$ cat src/rtl/mult_sequencer_if.sv
// =============================================================================
// Module   : mult_sequencer_if
// Purpose  : Requester handshake plus datapath control bundle for mult_sequencer.
// Revision : 1.0 - initial release
// =============================================================================
`default_nettype none

interface mult_sequencer_if;
    logic       start;
    logic [3:0] op_a;
    logic [3:0] op_b;
    logic       busy;
    logic       done;
    logic       mux2x1_1_select;
    logic       Acc_ps;
    logic       Acc_dir;
    logic       Q_dir;
    logic [2:0] alu_control;
    logic [3:0] data;
    logic [1:0] mux4x1_select;

    // Requester / observer side.
    modport master (
        output start, op_a, op_b,
        input  busy, done, mux2x1_1_select, Acc_ps, Acc_dir, Q_dir,
               alu_control, data, mux4x1_select
    );

    // Sequencer side.
    modport slave (
        input  start, op_a, op_b,
        output busy, done, mux2x1_1_select, Acc_ps, Acc_dir, Q_dir,
               alu_control, data, mux4x1_select
    );
endinterface

`default_nettype wire

$ cat src/rtl/mult_sequencer.sv
// =============================================================================
// Module   : mult_sequencer
// Purpose  : Shift-and-add 4x4 multiply controller for the Acc/Q datapath.
//            Optional macro MULT_SEQUENCER_SKIP_ZERO_ADD_EN bypasses ADD for 0 bits.
// Revision : 1.0 - initial release
// =============================================================================
`default_nettype none

module mult_sequencer #(
    parameter logic [2:0] ALU_ADD  = 3'b010,
    parameter logic [2:0] ALU_PASS = 3'b000,
    parameter int         N_BITS   = 4
) (
    input  wire logic        clk,
    input  wire logic        reset,
    mult_sequencer_if.slave  bus
);

    localparam logic [1:0] c_LAST_ITER = 2'(N_BITS - 1);

    typedef enum logic [2:0] {
        S_IDLE   = 3'd0,
        S_LOAD_M = 3'd1,
        S_LOAD_Q = 3'd2,
        S_CLR_A  = 3'd3,
        S_ADD    = 3'd4,
        S_SHIFT  = 3'd5,
        S_DONE   = 3'd6
    } state_t;

    state_t     r_state;
    state_t     w_next_state;
    logic [3:0] r_a;
    logic [3:0] r_mult;
    logic [1:0] r_count;
    logic       w_last_iter;

    assign w_last_iter = (r_count == c_LAST_ITER);

    always_ff @(posedge clk or posedge reset) begin
        if (reset) begin
            r_state <= S_IDLE;
            r_a     <= 4'd0;
            r_mult  <= 4'd0;
            r_count <= 2'd0;
        end else begin
            r_state <= w_next_state;
            if (r_state == S_IDLE && bus.start) begin
                r_a     <= bus.op_a;
                r_mult  <= bus.op_b;
                r_count <= 2'd0;
            end else if (r_state == S_SHIFT) begin
                // Shadow multiplier tracks Q so bit 0 is always the current bit.
                r_mult  <= {1'b0, r_mult[3:1]};
                r_count <= r_count + 2'd1;
            end
        end
    end

    always_comb begin
        w_next_state = r_state;
        case (r_state)
            S_IDLE:   if (bus.start) w_next_state = S_LOAD_M;
            S_LOAD_M: w_next_state = S_LOAD_Q;
            S_LOAD_Q: w_next_state = S_CLR_A;
`ifdef MULT_SEQUENCER_SKIP_ZERO_ADD_EN
            S_CLR_A:  w_next_state = r_mult[0] ? S_ADD : S_SHIFT;
`else
            S_CLR_A:  w_next_state = S_ADD;
`endif
            S_ADD:    w_next_state = S_SHIFT;
            S_SHIFT: begin
                if (w_last_iter) begin
                    w_next_state = S_DONE;
                end else begin
`ifdef MULT_SEQUENCER_SKIP_ZERO_ADD_EN
                    // r_mult[1] becomes bit 0 after this shift.
                    w_next_state = r_mult[1] ? S_ADD : S_SHIFT;
`else
                    w_next_state = S_ADD;
`endif
                end
            end
            S_DONE:   w_next_state = S_IDLE;
            default:  w_next_state = S_IDLE;
        endcase
    end

    always_comb begin
        bus.busy            = (r_state != S_IDLE);
        bus.done            = 1'b0;
        bus.mux2x1_1_select = 1'b0;
        bus.Acc_ps          = 1'b1;
        bus.Acc_dir         = 1'b0;
        bus.Q_dir           = 1'b0;
        bus.alu_control     = ALU_PASS;
        bus.data            = 4'd0;
        bus.mux4x1_select   = 2'b11;
        case (r_state)
            S_LOAD_M: begin
                bus.data          = r_a;
                bus.mux4x1_select = 2'b10;
            end
            S_LOAD_Q: begin
                bus.data          = r_mult;
                bus.mux4x1_select = 2'b01;
            end
            S_CLR_A: begin
                bus.mux4x1_select = 2'b00;
            end
            S_ADD: begin
                bus.mux2x1_1_select = 1'b1;
                bus.mux4x1_select   = 2'b00;
                bus.alu_control     = r_mult[0] ? ALU_ADD : ALU_PASS;
            end
            S_SHIFT: begin
                bus.Acc_ps  = 1'b0;
                bus.Acc_dir = 1'b1;
                bus.Q_dir   = 1'b1;
            end
            S_DONE: begin
                bus.done = 1'b1;
            end
            default: ;
        endcase
    end

endmodule

`default_nettype wire
$ cat src/flat_wrapper.sv
// flat-port wrapper written by rule: the top's interface ports become plain ports
module mult_sequencer_flat 
#(
    parameter logic [2:0] ALU_ADD  = 3'b010,
    parameter logic [2:0] ALU_PASS = 3'b000,
    parameter int         N_BITS   = 4
)
  (clk, reset, bus_start, bus_op_a, bus_op_b, bus_busy, bus_done, bus_mux2x1_1_select, bus_Acc_ps, bus_Acc_dir, bus_Q_dir, bus_alu_control, bus_data, bus_mux4x1_select);
  mult_sequencer_if bus_i ();
  input  wire logic clk;
  input  wire logic reset;
  input wire logic [$bits(bus_i.start)-1:0] bus_start;
  input wire logic [$bits(bus_i.op_a)-1:0] bus_op_a;
  input wire logic [$bits(bus_i.op_b)-1:0] bus_op_b;
  output wire logic [$bits(bus_i.busy)-1:0] bus_busy;
  output wire logic [$bits(bus_i.done)-1:0] bus_done;
  output wire logic [$bits(bus_i.mux2x1_1_select)-1:0] bus_mux2x1_1_select;
  output wire logic [$bits(bus_i.Acc_ps)-1:0] bus_Acc_ps;
  output wire logic [$bits(bus_i.Acc_dir)-1:0] bus_Acc_dir;
  output wire logic [$bits(bus_i.Q_dir)-1:0] bus_Q_dir;
  output wire logic [$bits(bus_i.alu_control)-1:0] bus_alu_control;
  output wire logic [$bits(bus_i.data)-1:0] bus_data;
  output wire logic [$bits(bus_i.mux4x1_select)-1:0] bus_mux4x1_select;
  assign bus_i.start = bus_start;
  assign bus_i.op_a = bus_op_a;
  assign bus_i.op_b = bus_op_b;
  assign bus_busy = bus_i.busy;
  assign bus_done = bus_i.done;
  assign bus_mux2x1_1_select = bus_i.mux2x1_1_select;
  assign bus_Acc_ps = bus_i.Acc_ps;
  assign bus_Acc_dir = bus_i.Acc_dir;
  assign bus_Q_dir = bus_i.Q_dir;
  assign bus_alu_control = bus_i.alu_control;
  assign bus_data = bus_i.data;
  assign bus_mux4x1_select = bus_i.mux4x1_select;
  mult_sequencer #(.ALU_ADD(ALU_ADD), .ALU_PASS(ALU_PASS), .N_BITS(N_BITS)) u_core (.clk(clk), .reset(reset), .bus(bus_i));
endmodule
$ cat config.mk
export PLATFORM = sky130hd
export DESIGN_NAME = mult_sequencer_flat
export DESIGN_NICKNAME = d
export VERILOG_FILES = /design/src/rtl/mult_sequencer_if.sv /design/src/rtl/mult_sequencer.sv /design/src/flat_wrapper.sv
export SDC_FILE = /design/constraint.sdc
export NUM_CORES = 1
export LEC_CHECK = 0
export CAP_MARGIN = 20
export CORE_MARGIN = 8
export CORE_UTILIZATION = 46
export CTS_CLUSTER_SIZE = 28
export DETAILED_ROUTE_END_ITERATION = 12
export MAX_ROUTING_LAYER = met4
export PLACE_DENSITY_LB_ADDON = 0.05
export SYNTH_ARGS = -nofsm -noshare
export SYNTH_HDL_FRONTEND = slang
export SYNTH_SLANG_ARGS = --single-unit
$ cat constraint.sdc
create_clock -name clk -period 3.3 [get_ports clk]
set_clock_uncertainty 0.2 [all_clocks]
set_input_delay 0.66 -clock clk [delete_from_list [all_inputs] [get_ports clk]]
set_output_delay 0.66 -clock clk [all_outputs]
set_load 0.005 [all_outputs]
==> impl.org, run 1 <==
** Placed design
- The placed instances occupy a cell area of roughly 930 um2.
- Pre-CTS setup slack :: 727.8 ps
- Placed wire-length estimate after detailed placement :: 1.253 mm
- # port buffers :: 23
- RD Place Congestion :: 0.7475

** CTS
- Clock root buffer master :: clkbuf_4
- Clock-pin slew was measured on the worst setup and hold paths at 80 ps.
- For this design, the sink count on the clock tree is 13.
- Once the clock tree was built, the resizer swapped 0 gates to a different size.
- Cts bufs inserted :: 3
- TritonCTS built the clock tree.
- For the worst-skew pair, the clock arrives at the later sink with an insertion delay of between 200 and 300 ps.
- In this run the number of H-tree levels came out at 1.
- Buffers inserted by post-CTS timing repair :: 0
- Number of buffers on the longest clock path :: 2
- The number of hold buffers added after CTS was 0.

** Synthesis
- Share of cell area taken by muxes after synthesis :: 0%
- Combined area of all synthesized cells :: around 740 um2
- Yosys mapped a number of flops with a built-in enable equal to 0.
- Top area cells in the synthesized netlist :: dfrtp_1, nand2_1, a21oi_1
- The synthesized netlist contains 26 unique library cells.
- Synthesized area per cell :: approximately 8.6 um2
- Summed over all instances, the cell type with the most area after synthesis is dfrtp_1.
- Post-Synthesis Cells :: 86
- Xor and xnor area share after synthesis :: 1.180%
- Flip-flop and latch count after synthesis :: 13
- Of all flip-flops after synthesis, the portion carrying an async set or reset was 100.0%.
- Among all cell types in the netlist, the one instantiated most often is nand2_1.
- Dominant combinational cell family by area after synthesis :: simple AND/OR/NAND/NOR gates
- Most common flop cell mapped by yosys :: dfrtp_1
- Top-area cell type share of the netlist area :: 43.84%
- By count the netlist is led by nand2_1, dfrtp_1, a21oi_1, nor2_1.
- Synth Area in Compound Gates :: ~11%
- After Yosys synthesis, full adders, half adders and majority gates account for under 10% of the synthesized area.
- Sequential area share after synthesis :: 43.84%
- YS warnings :: 0
- Of the total synthesized cell area, the portion taken by AND, OR, NAND and NOR gates is a little under a third.

** Timing
- Worst setup margin :: ~450 ps
- Total Neg Setup Slack :: 0 ps
- The total count of hold-check failures in the final report came to 0.
- Measured against its own limit, the worst slew margin works out to between 60% and 70%.
- Setup repair after global routing missed its margin :: no
- Counting I/O delays and the setup requirement, the final critical path takes 2851 ps.
- Setup violations remaining at the end of the flow were counted as 0.
- Final Max Tran Viols :: 0
- Highest clock rate :: roughly 350 MHz
- Transition time of the tightest slew-check pin :: around 590 ps
- In the finished design, the share of the clock period the worst path needs comes to just under 90%.

** Routing
- Via count :: around 620
- In this run the remaining antenna-violating nets after routing total 0.
- Average routed wire per standard cell :: roughly 13 um
- Dividing the detail-routed via count by the number of cells gives between 5 and 6.
- Number of iterations in the first detailed-routing pass :: 4
- Remaining DRCs :: 0
- DRT Wirelength :: 1.635 mm
- Iter 0 DRT Violations :: 20

** Die
- In this run the horizontal extent of the chip is about 56 um.
- The die covers 3154 um2.
- Number of rows in the core area :: 14
- In this run the count of I/O pins placed on the die edge is 26.
- The core region is 1506 um2.
- Floorplan die height :: 56.16 um
- Initial cell density of the core :: between 40% and 50%

** Layout
- The repair_antennas step left the layout with diodes totalling 0.
- Post-Layout Inst Area :: 960.9 um2
- The area growth from synthesis to layout is 29.51%.
- Share of the core filled with cells :: between 60 and 70%
- Fraction of layout instances using a drive strength above 1 :: approximately a tenth
- For this run, the post-layout net count is around 120.

** Pwr
- For this design the ratio of total power to cell area is 859.5 nW/um2.
- The design draws just over 0.8 mW.
- Lkg Pwr :: about 0.44 nW
- IR analysis of the VDD net gives a maximum drop of approximately 450 uV.

** Worst setup path
- Worst endpoint data arrival time :: 1990 ps
- Measured in cells, the most critical reg-to-reg path has a length of 3.
- Standard cell with the maximum stage delay on the critical path :: dfrtp_1
- CP Launch Type :: flop
- For flop-to-flop paths, the worst setup slack is ~1600 ps.
- Worst Setup SP :: u_core.r_state[0]
- Crit Path Max Fanout :: 10
- The startpoint identified for the worst register-to-register timing path is u_core.r_state[2].
- Broken down by cell family, the worst path's largest delay share belongs to flip-flops.
- In this run the critical register-to-register path is captured at u_core.r_mult[2].
- Critical Path RT :: approximately 2400 ps
- Slowest cell delay on critical path :: 530 ps
- Count of buffer and inverter cells on the critical path :: 1
- Cell breakdown of the critical path :: nor2b_1 -> a22oi_1 -> nor2_1 -> clkdlybuf4s50_1
- Crit. path cell count :: 4
- End point of the critical path :: bus_data[3]
- STA classifies the critical path endpoint as an output pin.
- Path type of the worst setup path :: reg -> out

** Global routing
- The number of global-route vias before repair is about 630.
- Largest net degree at the start of global routing :: 16
- The number of antenna violations at the first check in global routing came to 0.
- Global routing consumed, over all layers together, between 10% and 20% of the routing resources.
- First-pass GRT wire length :: about 2.8 mm
- Remaining global-route overflow :: 0

** Flow run
- Max cap viols :: 0

** Status
- Outcome :: finished clean

** Worst hold path
- The min-delay analysis places its worst path in the category reg -> reg.
final cells by class:
cell class | instances | area [um2]
multi-input combinational | 63 | 347.8
inverter | 3 | 11.26
fill | 151 | 545.5
timing repair buffer | 23 | 230.2
sequential | 13 | 325.3
tap | 16 | 20.02
clock buffer | 4 | 26.28
worst min-delay path: stages, from the launching register on:
cell,delay [ps]
dfrtp_1,360
nand2_1,60
nand2_1,60
registers in the layout, summed over array words and instances, names as in the netlist:
name	flops
u_core.r_state	3
u_core.r_count	2
u_core.r_mult	4
u_core.r_a	4
metal layers:
layer  vias up  global-route usage, %  wire (um)
li1        314                      -          -
met1       286                  13.32        756
met2        16                  17.12        778
met3         2                  3.196         89
met4         0                  2.062         10
met5         -                      -          0
placed cells by master, fill, tap and decap left out, drive strengths merged, types with 3 or more instances in the layout:
cell,netlist,final
a21oi,8,8
a22oi,4,4
clkbuf,1,4
clkdlybuf4s50,0,23
dfrtp,13,13
inv,3,3
nand2,22,22
nor2,11,11
nor2b,3,3
where the power goes:
part / total (mW) / internal, mW / switching, mW
Combinational: 0.400 / 0.227 / 0.173
Sequential: 0.328 / 0.235 / 0.0934
Clock: 0.0979 / 0.0467 / 0.0512
worst min path at each step:
stage	start	endpoint	slack, ps	depth (start not counted)
3_5_place_dp	u_core.r_a[0]	u_core.r_a[0]	280	2
6_report	u_core.r_a[0]	u_core.r_a[0]	300	2
5_1_grt	u_core.r_a[1]	u_core.r_a[1]	330	2
3_3_place_gp	u_core.r_a[1]	u_core.r_a[1]	260	2
2_1_floorplan	u_core.r_a[0]	u_core.r_a[0]	250	2
4_1_cts	u_core.r_a[0]	u_core.r_a[0]	300	2
cells by family (layout without fill, tap and decap cells):
group / count (synthesis) / after routing
DFF: 13 / 13
and+or+nand+nor: 45 / 45
AOI/OAI and AO/OA: 14 / 14
xor gates and xnor gates: 1 / 1
adders and majority gates: 1 / 1
buffers and inverters: 11 / 30
other: 1 / 2
through the flow:
stage,std cells,hold WS (ps)
floorplan,87,245.4
global placement,118,264.6
detailed placement,118,282.9
CTS,122,303.4
global route,122,328.2
finish,122,300.6
(Power assumes the default switching activity.)
==> inputs of run 2 (changes only) <==
--- a/config.mk
+++ b/config.mk
@@ -11,7 +11,7 @@
 export CTS_CLUSTER_SIZE = 28
 export DETAILED_ROUTE_END_ITERATION = 12
 export MAX_ROUTING_LAYER = met4
-export PLACE_DENSITY_LB_ADDON = 0.05
+export PLACE_DENSITY = 0.9
 export SYNTH_ARGS = -nofsm -noshare
 export SYNTH_HDL_FRONTEND = slang
 export SYNTH_SLANG_ARGS = --single-unit
==> impl.org, run 2 (synthesis results as in run 1) <==
** Worst setup path
- CP Launch Type :: flop
- In this run the critical register-to-register path is launched from u_core.r_state[2].
- Path type of the worst setup path :: reg -> out
- The maximum fanout count along the critical path was 10 (unchanged).
- STA classifies the critical path endpoint as an output pin.
- The count of cells along the worst register-to-register path came to 3 (unchanged).
- The data required time at the worst endpoint came to 2440 ps (about the same).
- The arrival time of the worst setup path came to 1960 ps (-30 ps).
- The slack of the worst reg-to-reg path came to 1560 ps (about the same).
- Reg-to-Reg End :: u_core.r_mult[1]

** CTS
- Post-cts resize count :: 0 (unchanged)
- The clock slew seen by the registers of the worst setup and hold paths was 80 ps (about the same).
- TritonCTS built the clock tree.
- The number of buffers inserted by post-CTS setup repair came to 0 (unchanged).
- Clock root buffer master :: clkbuf_4
- The H-tree depth was 1 (unchanged).
- Count of hold buffers inserted by post-cts repair :: 0 (unchanged)
- Latest clock arrival within the worst-skew pair :: 290 ps (+20 ps)
- The number of CTS-inserted buffers is 3 (unchanged).
- Number of clock sinks :: 13 (unchanged)
- The clock tree buffer depth is 2 (unchanged).

** Timing
- The final setup violation count came to 0 (unchanged).
- The worst slew margin relative to its limit came to 61.25% (+1.1 points).
- The maximum clock frequency was 354.1 MHz (+0.96%).
- The final count of pins violating max slew came to 0 (unchanged).
- Transition time of the tightest slew-check pin :: 578.7 ps (-15.97 ps)
- Total Neg Setup Slack :: 0 ps (unchanged)
- Setup repair after global routing missed its margin :: no
- Time the worst path needs with I/O delays and setup :: 2824 ps (-27.12 ps)
- Post-route worst hold slack :: 291.6 ps (-9.013 ps)
- Hold violation total from the final report :: 0 (unchanged)
- The share of the cycle needed by the critical path after routing is 85.58% (-0.82 points).

** Global routing
- The largest net degree at the start of global routing is 16 (unchanged).
- The global-route usage over all layers came to 11.45% (+0.63 points).
- First-pass GRT wire length :: 2.856 mm (+0.25%)
- Vias in the first global route :: 615 (-2.5%)
- The number of antenna violations at the first check in global routing came to 0 (unchanged).
- Remaining global-route overflow :: 0 (unchanged)

** Routing
- The number of remaining DRC errors was 0 (unchanged).
- The total wire length came to 1.609 mm (-1.6%).
- The routed length on met2 came to 767 um (-1.4%).
- Average routed wire per standard cell :: 13.19 um (-1.6%)
- Wire length on met1 :: 711 um (-6.0%)
- The total via count in the routed design was 627 (+1.5%).
- Iter 0 DRT Violations :: 8 (-60%)
- Metal3 WL :: 78 um (-12%)
- Number of routed nets with antenna violations :: 0 (unchanged)
- Number of iterations in the first detailed-routing pass :: 4 (unchanged)
- The detailed router used layers up to and including met4.
- The via density per instance came to 5.139 (+1.5%).

** Placed design
- The number of placed instances with taps included came to 118 (unchanged).
- The final weighted congestion of routability-driven global placement is 0.8059 (+7.8%).
- # port buffers :: 23 (unchanged)
- Placed wire-length estimate after detailed placement :: 1.218 mm (-2.8%)
- The cell area reported after detailed placement is 934.6 um2 (unchanged).

** Layout
- The summed area of non-filler cells in the final layout is 960.9 um2 (unchanged).
- The number of nets at the end of the flow came to 119 (unchanged).
- The synthesis-to-layout area growth came to 29.51% (unchanged).
- Number of antenna diodes :: 0 (unchanged)
- The top cell types in the final layout, fill and taps aside, are clkdlybuf4s50_1, nand2_1, dfrtp_1.
- The share of post-route cells with drive strength above 1 came to 9.434% (unchanged).
- Largest registers :: u_core.r_a x4, u_core.r_mult x4, u_core.r_state x3
- Fill cell total of the finished layout :: 134 (-11%)
- Final cell count without fillers :: 122 (unchanged)
- Most common cell after layout, fill and taps aside :: clkdlybuf4s50_1

** Worst hold path
- Hold Path End :: u_core.r_a[1]
- The worst hold path cell count is 2 (unchanged).
- Type of the tightest min-delay check :: reg -> reg
- The worst hold path begins at u_core.r_a[1].

** Die
- Floorplan die height :: 56.16 um (unchanged)
- Initial cell density of the core :: 49.25% (unchanged)
- The overall die area is 3154 um2 (unchanged).
- Number of top-level pins :: 26 (unchanged)
- Area of the core region :: 1506 um2 (unchanged)
- The horizontal extent of the die is 56.16 um (unchanged).
- Number of rows in the core area :: 14 (unchanged)

** Flow run
- The max-cap check violation count was 0 (unchanged).

** Pwr
- Final total power :: 0.8290 mW (+0.37%)
- Worst VDD drop :: 427.2 uV (-4.8%)
- The static leakage power is 0.4369 nW (unchanged).
- The power per cell area was 862.7 nW/um2 (+0.37%).

** Status
- The flow ran to the end, and the final reports show no timing, DRC or antenna violations.
-- run 2: power by group --
group | leakage, nW | internal [mW] | switching [mW]
clock network | 0.0150 | 0.0471 | 0.0557
registers | 0.161 | 0.235 | 0.0904
logic | 0.261 | 0.227 | 0.174
total | 0.437 | 0.509 | 0.320
-- run 2: final cells by class --
| class | count | area (um2) | share of cell area, % |
|---|---|---|---|
| multi-input cells | 63 | 347.8 | 36.20 |
| well taps | 16 | 20.02 | 2.083 |
| inverters | 3 | 11.26 | 1.172 |
| clock buffers | 4 | 26.28 | 2.734 |
| repair buffers | 23 | 230.2 | 23.96 |
| flip-flops and latches | 13 | 325.3 | 33.85 |
-- run 2: routing by layer --
metal / track usage (%) / up-vias
li1: - / 315
met4: 8.247 / 0
met2: 16.80 / 18
met1: 13.11 / 288
met5: - / -
met3: 2.968 / 6
-- run 2: how the worst max path moves through the flow --
stage / startpoint / end / cells past startpoint
2_1_floorplan: u_core.r_state[2] / bus_busy / 2
3_3_place_gp: u_core.r_state[0] / bus_data[0] / 4
3_5_place_dp: u_core.r_state[0] / bus_data[0] / 4
4_1_cts: u_core.r_state[0] / bus_data[0] / 4
5_1_grt: u_core.r_state[0] / bus_data[3] / 4
6_report: u_core.r_state[0] / bus_data[0] / 4
-- run 2: through the flow --
stage	setup slack (ps)	util [%]
floorplan	1432	-
global placement	792.7	62.04
detailed placement	782.6	62.04
CTS	462.1	63.79
global route	270.5	63.79
finish	475.8	63.79
-- run 2: critical path, cell delays in order (launching register included) --
cell             delay (ps)
dfrtp_1                 530
nor2b_1                 380
a22oi_1                 150
nor2_1                  110
clkdlybuf4s50_1         510
==> inputs of run 3 (changes only) <==
--- a/config.mk
+++ b/config.mk
@@ -7,11 +7,12 @@
 export LEC_CHECK = 0
 export CAP_MARGIN = 20
 export CORE_MARGIN = 8
-export CORE_UTILIZATION = 46
+export CORE_UTILIZATION = 40
 export CTS_CLUSTER_SIZE = 28
 export DETAILED_ROUTE_END_ITERATION = 12
 export MAX_ROUTING_LAYER = met4
-export PLACE_DENSITY = 0.9
+export PLACE_DENSITY = 0.81
+export SLEW_MARGIN = 20
 export SYNTH_ARGS = -nofsm -noshare
 export SYNTH_HDL_FRONTEND = slang
 export SYNTH_SLANG_ARGS = --single-unit
==> impl.org, run 3 (synthesis results as in run 1) <==
** Timing
- Setup-failing EPs final :: 0 (unchanged)
- The total negative slack for setup checks is 0 ps (unchanged).
- Setup repair after global routing missed its margin :: no
- Hold violation total from the final report :: 0 (unchanged)
- Worst setup margin :: 462.5 ps (-13.30 ps)
- The share of the cycle needed by the critical path after routing is 85.99% (+0.40 points).
- The worst slew margin relative to its limit is 59.74% (-1.5 points).
- Time the worst path needs with I/O delays and setup :: 2838 ps (+13.30 ps)
- Transition time of the tightest slew-check pin :: 601.4 ps (+22.65 ps)
- Final Max Tran Viols :: 0 (unchanged)
- The maximum clock frequency came to 352.4 MHz (-0.47%).

** Placed design
- The pre-CTS worst setup slack was 779.3 ps (-3.394 ps).
- RD Place Congestion :: 0.7829 (-2.9%)
- The cell area reported after detailed placement came to 945.9 um2 (+1.2%).
- Placed wire-length estimate after detailed placement :: 1.239 mm (+1.8%)
- # port buffers :: 23 (unchanged)

** CTS
- The clock tree buffer depth came to 2 (unchanged).
- The count of instances resized after the clock tree is built came to 0 (unchanged).
- H-tree levels :: 1 (unchanged)
- The quantity of hold-fixing buffers added after cts is 0 (unchanged).
- Clock tree from TritonCTS :: done
- Clock-pin transition on the worst setup and hold timing paths :: 90 ps (about the same)
- Number of clock sinks :: 13 (unchanged)
- The number of CTS-inserted buffers was 3 (unchanged).
- The clock insertion delay at the later pin of the skew report is 290 ps (about the same).
- Clock root buffer master :: clkbuf_4
- Buffers inserted by post-CTS timing repair :: 0 (unchanged)

** Die
- Number of top-level pins :: 26 (unchanged)
- The site row count was 15 (+1).
- The horizontal extent of the die was 59.07 um (+5.2%).
- The effective utilization at floorplan came to 42.51% (-6.7 points).
- The core footprint is 1745 um2 (+16%).
- Overall die area :: 3489 um2 (+11%)
- The die height is 59.07 um (+5.2%).

** Worst setup path
- Critical Path RT :: 2440 ps (about the same)
- The signal on the critical path passes through nor2b_1 -> a22oi_1 -> nor2_1 -> clkdlybuf4s50_1.
- Slowest cell delay on critical path :: 520 ps (about the same)
- Path type of the worst setup path :: reg -> out
- For this design, the slowest cell found on the critical path is dfrtp_1.
- STA classifies the critical path startpoint as a flop.
- The maximum fanout count along the critical path was 10 (unchanged).
- The slack of the worst reg-to-reg path came to 1570 ps (about the same).
- The count of cells along the worst register-to-register path was 3 (unchanged).
- The arrival time of the worst setup path was 1980 ps (+20 ps).
- Capturing element type of the critical path :: output pin

** Global routing
- Remaining global-route overflow :: 0 (unchanged)
- Largest net degree at the start of global routing :: 16 (unchanged)
- Vias in the first global route :: 673 (+9.4%)
- The wire length of the first global-routing pass came to 2.842 mm (-0.49%).
- Antenna violations before repair :: 0 (unchanged)
- The global-route usage over all layers came to 10.80% (-0.64 points).

** Pwr
- Worst VDD drop :: 314.4 uV (-26%)
- Final total power :: 0.8324 mW (+0.42%)
- Lkg Pwr :: 0.4396 nW (+0.62%)
- Pwr dens :: 855.1 nW/um2 (-0.87%)

** Routing
- Drt via density :: 4.740 (-7.8%)
- Via count :: 621 (-0.96%)
- Remaining DRCs :: 0 (unchanged)
- The number of nets still failing antenna checks after routing was 0 (unchanged).
- The number of design-rule violations left by the first detailed-router iteration came to 13 (+5).
- Number of iterations in the first detailed-routing pass :: 4 (unchanged)
- The routed length per instance is 12.54 um (-4.9%).
- The total wire length came to 1.643 mm (+2.1%).

** Layout
- Leaving out fill and tap cells, the most frequent cell in the layout is clkdlybuf4s50_1.
- The number of nets at the end of the flow is 119 (unchanged).
- Largest registers :: u_core.r_a x4, u_core.r_mult x4, u_core.r_state x3
- The summed area of non-filler cells in the final layout was 973.4 um2 (+1.3%).
- In the layout the commonest cells are clkdlybuf4s50_1, nand2_1, dfrtp_1.
- The share of post-route cells with drive strength above 1 came to 10.38% (+0.94 points).
- Number of antenna diodes :: 0 (unchanged)
- Signed area change from the synthesized netlist to the final layout :: 31.20%

** Worst hold path
- The worst hold path cell count is 2 (unchanged).
- Type of the tightest min-delay check :: reg -> reg

** Flow run
- Max cap viols :: 0 (unchanged)

** Status
- The flow ran to the end, and the final reports show no timing, DRC or antenna violations.
[run 3: cell types whose count changed in the layout (fill, tap and decap cells not counted), sizes merged]
cell	delta
clkbuf	-1
clkinv	+1
[run 3: final cells by class]
type                            instances  area, um2
Clock buffer                            3      22.52
Clock inverter                          1      5.005
Fill cell                             167      772.0
Inverter                                3      11.26
Multi-Input combinational cell         63      347.8
Sequential cell                        13      325.3
Tap cell                               25      31.28
Timing Repair Buffer                   23      230.2
[run 3: path summary, 6_finish.rpt]
kind | to | start
max in group asynchronous | u_core.r_a[0] | reset
worst max-delay path | bus_data[1] | u_core.r_state[0]
worst min register to register | u_core.r_a[3] | u_core.r_a[3]
worst max register to register | u_core.r_mult[0] | u_core.r_state[2]
worst min-delay path | u_core.r_a[3] | u_core.r_a[3]
min in group asynchronous | u_core.r_count[1] | reset
[run 3: power breakdown]
part,internal [mW],switching (mW),leakage (nW)
Sequential,0.235,0.0904,0.161
Combinational,0.227,0.178,0.261
Clock,0.0451,0.0573,0.0177
Total,0.507,0.326,0.440
[run 3: layer usage]
metal | track usage [%] | up-vias | part of all wire, %
li1 | - | 311 | -
met1 | 12.41 | 285 | 47
met2 | 16.51 | 20 | 44
met3 | 3.037 | 5 | 6.3
met4 | 6.143 | 0 | 2.4
met5 | - | - | 0
[run 3: metrics by stage]
| stage | cells | hold WS, ps | util, % |
|---|---|---|---|
| after global routing | 131 | 342.9 | 55.77 |
| after global placement | 127 | 273.1 | 54.19 |
| after floorplan | 87 | 245.4 | - |
| after detailed placement | 127 | 279.9 | 54.19 |
| final | 131 | 300.2 | 55.77 |
| after CTS | 131 | 301.6 | 55.77 |
[run 3: worst max-delay path: cells and delay by family, from the launching register on]
| family | cells | cell delay, ps |
|---|---|---|
| buf+inv | 1 | 520 |
| flops | 1 | 520 |
| compound gates | 1 | 140 |
| simple gates | 2 | 510 |
